$ cat config.mk
export PLATFORM = sky130hd
export DESIGN_NAME = multicycle_adder
export DESIGN_NICKNAME = d
export VERILOG_FILES = /design/src/rtl/adder_pkg.sv /design/src/rtl/chunk_adder.sv /design/src/rtl/multicycle_adder.sv
export SDC_FILE = /design/constraint.sdc
export NUM_CORES = 1
export LEC_CHECK = 0
export ABC_AREA = 1
export BUFFER_PORTS_ARGS = -buffer_cell sky130_fd_sc_hd__buf_4
export CORE_MARGIN = 8
export CORE_UTILIZATION = 45
export DETAILED_ROUTE_END_ITERATION = 12
export GPL_TIMING_DRIVEN = 0
export PLACE_DENSITY_LB_ADDON = 0.1
export RECOVER_POWER = 25
export SLEW_MARGIN = 20
export SYNTH_ARGS = -nofsm -noshare
export SYNTH_HDL_FRONTEND = slang
export SYNTH_SLANG_ARGS = --single-unit
$ cat constraint.sdc
create_clock -name clk -period 3.6 [get_ports clk]
set_input_delay 0.36 -clock clk [delete_from_list [all_inputs] [get_ports clk]]
set_output_delay 0.36 -clock clk [all_outputs]
set_load 0.005 [all_outputs]
$ cat src/rtl/adder_pkg.sv
// rtl/adder_pkg.sv - shared FSM state type and sizing helper for the multicycle adder
package adder_pkg;

  typedef enum logic [1:0] {
    IDLE = 2'd0,
    BUSY = 2'd1,
    DONE = 2'd2
  } state_t;

  function automatic int cnt_width(input int n);
    return (n > 1) ? $clog2(n) : 1;
  endfunction

endpackage

$ cat src/rtl/chunk_adder.sv
// rtl/chunk_adder.sv - combinational ripple-carry adder over one CHUNK-bit slice
module chunk_adder #(
  parameter int CHUNK = 4
) (
  input  logic [CHUNK-1:0] a,
  input  logic [CHUNK-1:0] b,
  input  logic             cin,
  output logic [CHUNK-1:0] s,
  output logic             cout,
  output logic             c_msb_in
);

  logic [CHUNK:0] c;

  assign c[0] = cin;

  for (genvar i = 0; i < CHUNK; i++) begin : g_fa
    assign s[i]   = a[i] ^ b[i] ^ c[i];
    assign c[i+1] = (a[i] & b[i]) | (c[i] & (a[i] ^ b[i]));
  end

  // carry into the slice MSB feeds signed-overflow detection on the last chunk
  assign cout     = c[CHUNK];
  assign c_msb_in = c[CHUNK-1];

endmodule

$ cat src/rtl/multicycle_adder.sv
// rtl/multicycle_adder.sv - add/subtract processed CHUNK bits per cycle with valid/ready handshakes
module multicycle_adder
  import adder_pkg::*;
#(
  parameter int WIDTH = 32,
  parameter int CHUNK = 4
) (
  input  logic             clk,
  input  logic             rst_n,
  input  logic             in_valid,
  output logic             in_ready,
  input  logic [WIDTH-1:0] a,
  input  logic [WIDTH-1:0] b,
  input  logic             cin,
  input  logic             sub,
  output logic             out_valid,
  input  logic             out_ready,
  output logic [WIDTH-1:0] sum,
  output logic             cout,
  output logic             overflow
);

  localparam int N  = WIDTH / CHUNK;
  localparam int CW = cnt_width(N);

  state_t           state;
  logic [WIDTH-1:0] op_a;
  logic [WIDTH-1:0] op_b;
  logic [WIDTH-1:0] sum_q;
  logic             carry;
  logic [CW-1:0]    cnt;
  logic             cout_q;
  logic             ovf_q;

  int               base;
  logic [CHUNK-1:0] ch_s;
  logic             ch_cout;
  logic             ch_msb;
  logic             last;

  always_comb begin
    base = int'(cnt) * CHUNK;
    last = (cnt == CW'(N - 1));
  end

  chunk_adder #(
    .CHUNK(CHUNK)
  ) u_chunk (
    .a       (op_a[base +: CHUNK]),
    .b       (op_b[base +: CHUNK]),
    .cin     (carry),
    .s       (ch_s),
    .cout    (ch_cout),
    .c_msb_in(ch_msb)
  );

  always_ff @(posedge clk) begin
    if (!rst_n) begin
      state  <= IDLE;
      op_a   <= '0;
      op_b   <= '0;
      sum_q  <= '0;
      carry  <= 1'b0;
      cnt    <= '0;
      cout_q <= 1'b0;
      ovf_q  <= 1'b0;
    end else begin
      case (state)
        IDLE: begin
          if (in_valid) begin
            // subtraction is a + ~b + 1, so cin is irrelevant in that mode
            op_a  <= a;
            op_b  <= sub ? ~b : b;
            carry <= sub ? 1'b1 : cin;
            cnt   <= '0;
            state <= BUSY;
          end
        end
        BUSY: begin
          sum_q[base +: CHUNK] <= ch_s;
          carry                <= ch_cout;
          if (last) begin
            cout_q <= ch_cout;
            ovf_q  <= ch_msb ^ ch_cout;
            state  <= DONE;
          end else begin
            cnt <= cnt + 1'b1;
          end
        end
        DONE: begin
          if (out_ready) state <= IDLE;
        end
        default: state <= IDLE;
      endcase
    end
  end

  assign in_ready  = (state == IDLE);
  assign out_valid = (state == DONE);
  assign sum       = sum_q;
  assign cout      = cout_q;
  assign overflow  = ovf_q;

endmodule
* Word-level counts from Yosys, hierarchy flattened
Cells that the tools add are included.
Word-level totals: register bits after elaboration 104, input port bits 70, output and inout port bits 36, word-level logic and storage cells 62
Operators by class: $add $sub $neg 2, equal/unequal tests 7, shifts and indexed selects 4, muxes and demuxes 12, bitwise operators 22, reductions and logical operators 7
Operators with widths (number):
- variable part select 32 x 6 -> 4 bit | 2
- negation 5 -> 33 bit | 1
- variable shift 4 x 33 -> 32 bit, first input constant | 1
- variable part select 4 x 33 -> 32 bit | 1
- bitwise mux 32 bit | 1
- 2-to-1 mux 32 bit | 1
- inverter 32 bit | 1
- XOR 1 bit | 9
- bitwise AND 1 bit | 8
- 2-to-1 mux 2 bit | 3
- 2-to-1 mux 3 bit | 2
- inequality test 2 bit, second input constant | 3
- one-hot mux 2 bit (3 select lines) | 1
- one-hot mux 3 bit (2 select lines) | 1
- AND reduction 2 bit | 3
- AND reduction 3 bit | 2
- OR 1 bit | 4
- adder 3 x 1 -> 3 bit, second input constant | 1
- == test 3 bit, second input constant | 1
- == test 2 x 1 -> 1 bit, second input constant | 1
- == test 2 bit, second input constant | 1
- zero test 2 bit | 1
- 2-to-1 mux 1 bit | 2
- inequality test 2 x 1 -> 1 bit, second input constant | 1
- other kinds (2) | 2

* Longest topological paths before layout
depth after elaboration 11, gate-level depth with buffers 20, gate-level depth less buffers 18

* By module
A second synthesis with hierarchy kept.
Unflattened totals: cell total of the unflattened synthesis 759, area, all modules 5272.6 um^2
By module, submodules not included:
- multicycle_adder | instances 1, cells each 747, area each 5162.5 um^2, seq. area each 2082.0 um^2
- chunk_adder | instances 1, cells each 12, area each 110.1 um^2, seq. area each 0.0 um^2

* Worst setup path after synthesis
Ideal clock, no wire load.
path kind register -> register, start reg cnt[0], end reg sum_q[31] (netlist: sum[31]), data arrival time 2.982 ns, data required time 3.484 ns, slack 0.502 ns, cell stages (with the launch flop) 19, buffers on the path 3, period minus slack after synthesis 3.098 ns, cells stage by stage dfxtp_1 -> buf_2 -> inv_2 -> buf_4 -> buf_6 -> nor2_1 -> o211ai_1 -> nand2_1 -> fa_1 -> inv_1 -> fa_1 -> inv_1 -> fa_1 -> inv_1 -> fa_1 -> nand3_1 -> nor2_1 -> o21ai_0 -> nor2_1
Between the ends: longest elaborated chain between the ends 11, elaborated cells on any way between the ends 23, classes of those cells add/sub (1); shift (4); mux (1); bitwise (17)
RTL lines:
- from (decl) | line multicycle_adder.sv:31 | logic [CW-1:0] cnt;
- from (signal assigned) | line multicycle_adder.sv:87 | cnt <= cnt + 1'b1;
- variable part select 32 x 6 -> 4 bit (on tied branches) | line multicycle_adder.sv:49, multicycle_adder.sv:50
- XOR 1 bit | line chunk_adder.sv:18, chunk_adder.sv:19
- bitwise AND 1 bit | line chunk_adder.sv:19 | assign c[i+1] = (a[i] & b[i]) | (c[i] & (a[i] ^ b[i]));
- OR 1 bit | line chunk_adder.sv:19
- bitwise AND 1 bit | line chunk_adder.sv:19
- OR 1 bit | line chunk_adder.sv:19
- bitwise AND 1 bit | line chunk_adder.sv:19
- OR 1 bit | line chunk_adder.sv:19
- XOR 1 bit | line chunk_adder.sv:18 | assign s[i] = a[i] ^ b[i] ^ c[i];
- variable part select 4 x 33 -> 32 bit | line multicycle_adder.sv:80 | sum_q[base +: CHUNK] <= ch_s;
- bitwise mux 32 bit * | line multicycle_adder.sv:80
- to (signal, indexed assignment) | line multicycle_adder.sv:80
- to (decl) | line multicycle_adder.sv:29 | logic [WIDTH-1:0] sum_q;
Mark *: on every way between the ends. The rest lies on a longest branch, timed or not. A chain may end at the register's enable or synchronous reset.

* Worst setup path after layout
start reg cnt[0], end reg sum_q[23] (netlist: sum[23])
The elaborated chain is that of the path after synthesis.

==> summary.txt <==
Run status
  – Status: finished, final reports clean

Critical path
  – Arrival @ worst endpoint: 3.67 ns
  – CP Capture Type: register
  – Crit Path Class: register to register
  – Reg2reg setup slack: 0.16 ns
  – Setup crit start kind: register
  – CP Data Required Time: 3.83 ns
  – Crit-path max FO: 10

Routing
  – Wl on met1: 6.913 mm
  – Top layer in use: met4
  – Initial DRC count: 303
  – Mean routed wirelength per cell: 15.14 um
  – DRC errors left: 0
  – Routed Antenna Nets: 0
  – First-pass detailed-route iteration total: 5
  – Via count: 4,981
  – Final WL: 15.16 mm
  – Met2 wire length: 7.357 mm
  – Via-per-instance ratio: 4.976
  – Met3 wire len: 671 um

GRT
  – Initial antenna violation count: 0
  – Global route overflow: 0
  – Number of global-route vias before repair: 5,086
  – Global-route wire length before repair: 24.76 mm
  – GRT Util Overall: 19.44%
  – Pin count of the biggest net entering global routing: 16

Placed design
  – DP HPWL: 11.73 mm
  – PortBufs: 103
  – Placer Congestion: 0.8575
  – Dpl cell area: 6243 um2

Final layout
  – N_diodes: 0
  – Post-route cell area: 6556 um2
  – Commonest non-fill, non-tap cell in the layout: nor2_1
  – Layout area overhead: 23.91%
  – Share of layout cells above drive strength 1: 21.33%
  – # fillers: 1,115
  – Most frequent cells in the layout: 149 x nor2_1, 107 x nand2_1, 103 x dfxtp_1
  – Nets@finish: 936

Power
  – Int Pwr: 0.002051 W
  – Maximum VDD drop: 0.2724 mV
  – P_leak: 3.063 nW
  – Combinational power share: 24.4%
  – Tot Pwr: 0.002956 W
  – Net Sw Power: 0.0009047 W
  – Power per cell area: 450.8 nW/um2
  – Sw Ratio: 30.61%
  – Flop pwr share: 42.7%
  – Clock Power Share: 32.9%

STA
  – Worst-Margin Slew: 0.6399 ns
  – Crit path time final: 3.437 ns
  – Max Clock Skew: 0.009002 ns
  – F_max: 0.2910 GHz
  – Setup violations, final: 0
  – Worst hold slack: 0.2562 ns
  – Final Hold Fails: 0
  – Relative slew slack: 57.34%
  – Final critical-path share of the clock period: 95.47%
  – Slew Limit Fails: 0
  – RSZ-0062 raised after global routing: false

Floorplanning
  – Die Area: 15,480 um2
  – IO Count: 106
  – Vert. Die Dim: 124.4 um
  – Starting Density: 46.14%
  – FP Rows: 39
  – Die W: 124.4 um
  – Core Region: 11,470 um2

Synthesis
  – Yosys top cell area share: 39.35%
  – Mapped Area: 5291 um2
  – Yosys cell types: 32
  – Synth Register Bits: 104
  – Synthesized area per cell: 7.160 um2
  – Post-synth top area cell: dfxtp_1
  – Yosys warnings: 0
  – Post-synthesis sequential area ratio: 39.35%
  – Syn_nets: 820
  – Area contributors post-synth: dfxtp_1 39%, nor2_1 10%, o21ai_0 8.5%
  – Cell count after synthesis: 739

CTS
  – Clock Pin Slew Worst Setup and Hold Paths: 0.07 ns
  – Deepest clock path buffer count: 2
  – H-Tree Depth: 3
  – Post-CTS Hold Fix Bufs: 0
  – CTS root buffer: clkbuf_16
  – Num Clock Sinks: 104
  – TritonCTS clock tree: yes
  – Num CTS Buffers: 9
  – Clk_lat worst skew: 0.35 ns

Flow run
  – # Max-Cap Violations: 0

Hold path
  – Hold Crit Class: input port to register
critical path: stages (launching register included):
cell     delay [ns]
dfxtp_2        0.44
inv_2          0.10
buf_2          0.20
a21oi_2        0.19
o21ai_0        0.10
nand3_1        0.08
nand2_1        0.09
fa_1           0.39
inv_1          0.07
fa_1           0.15
inv_1          0.05
fa_1           0.42
inv_1          0.10
fa_1           0.46
nand3_1        0.15
nor2_1         0.09
o21ai_0        0.18
nor2_1         0.06
kinds of logic (layout without fill, tap and decap cells):
kind of cell,after synthesis,in the layout,synth area share (%)
buffers and inverters,115,234,10.05
AOI/OAI and AO/OA,162,162,15.82
and+or+nand+nor,314,314,26.15
DFF,104,104,39.35
adders and majority gates,11,11,3.169
xor gates and xnor gates,33,33,5.462
per-stage QoR:
| stage | cells | setup TNS (ns) | util [%] | setup WS, ns |
|---|---|---|---|---|
| 2_1_floorplan | 739 | 0 | - | 0.5017 |
| 3_3_place_gp | 985 | -0.03986 | 54.45 | -0.02157 |
| 3_5_place_dp | 985 | -0.09280 | 54.45 | -0.04505 |
| 4_1_cts | 999 | 0 | 56.96 | 0.003368 |
| 5_1_grt | 1001 | 0 | 57.17 | 0.008835 |
| 6_report | 1001 | 0 | 57.17 | 0.1631 |
power by group through the flow:
| stage | clock [W] | combinational [W] | sequential (W) |
|---|---|---|---|
| CTS | 0.000986 | 0.000714 | 0.00126 |
| finish | 0.000971 | 0.000722 | 0.00126 |
| detailed placement | 0 | 0.000711 | 0.00129 |
| global route | 0.00103 | 0.000805 | 0.00127 |
| global placement | 0 | 0.000700 | 0.00128 |
| floorplan | 0 | 0.000476 | 0.00128 |
metal layers:
metal	global-route usage (%)	vias up
li1	-	2560
met1	23.75	2284
met2	33.41	124
met3	3.404	13
met4	6.945	0
met5	0	-
state kept, by name, summed over array words and instances (netlist names):
| register | cells |
|---|---|
| sum | 32 |
| cnt | 3 |
| cout | 1 |
| op_b | 32 |
| state | 2 |
| overflow | 1 |
| op_a | 32 |
| carry | 1 |
cell type report:
type,count,area [um2],share of cell area (%)
Clock buffer,11,242.7,3.702
Clock inverter,3,43.79,0.6679
Tap cell,143,178.9,2.729
Buffer,45,279.0,4.256
Inverter,69,270.3,4.122
Timing Repair Buffer,106,784.5,11.97
Sequential cell,104,2083,31.77
Multi-Input combinational cell,520,2674,40.78
final timing paths:
check                   to  cells after the start     start
setup / recovery   sum[23]                     17    cnt[0]
hold / removal    op_a[10]                      3     a[10]
setup reg to reg   sum[23]                     17    cnt[0]
hold reg to reg   op_b[23]                      2  op_b[23]
cell usage after synthesis:
cell,n
a21oi_1,62
or2_2,2
inv_6,1
nor2_1,148
buf_2,23
nor2_8,3
fa_1,4
buf_4,5
o211ai_1,9
o21ai_2,1
o21ai_0,90
inv_2,2
clkinv_1,1
nor2_2,12
nand3_1,30
nand2_4,1
nand2_2,4
inv_4,1
and2_1,1
nand2_1,107
nor2_4,2
ha_1,7
clkbuf_1,12
buf_1,1
inv_1,64
buf_8,2
nand4_1,1
dfxtp_1,104
xor2_1,33
buf_6,3
nand3b_4,2
nand3_4,1
repair_timing:
item / in CTS / in global routing
resized for setup: 1 / 11
pin swaps: 0 / 0
buffers inserted: 0 / 3
setup endpoints to repair: 5 / 9
Note: power is estimated with default switching activity, not from simulation.
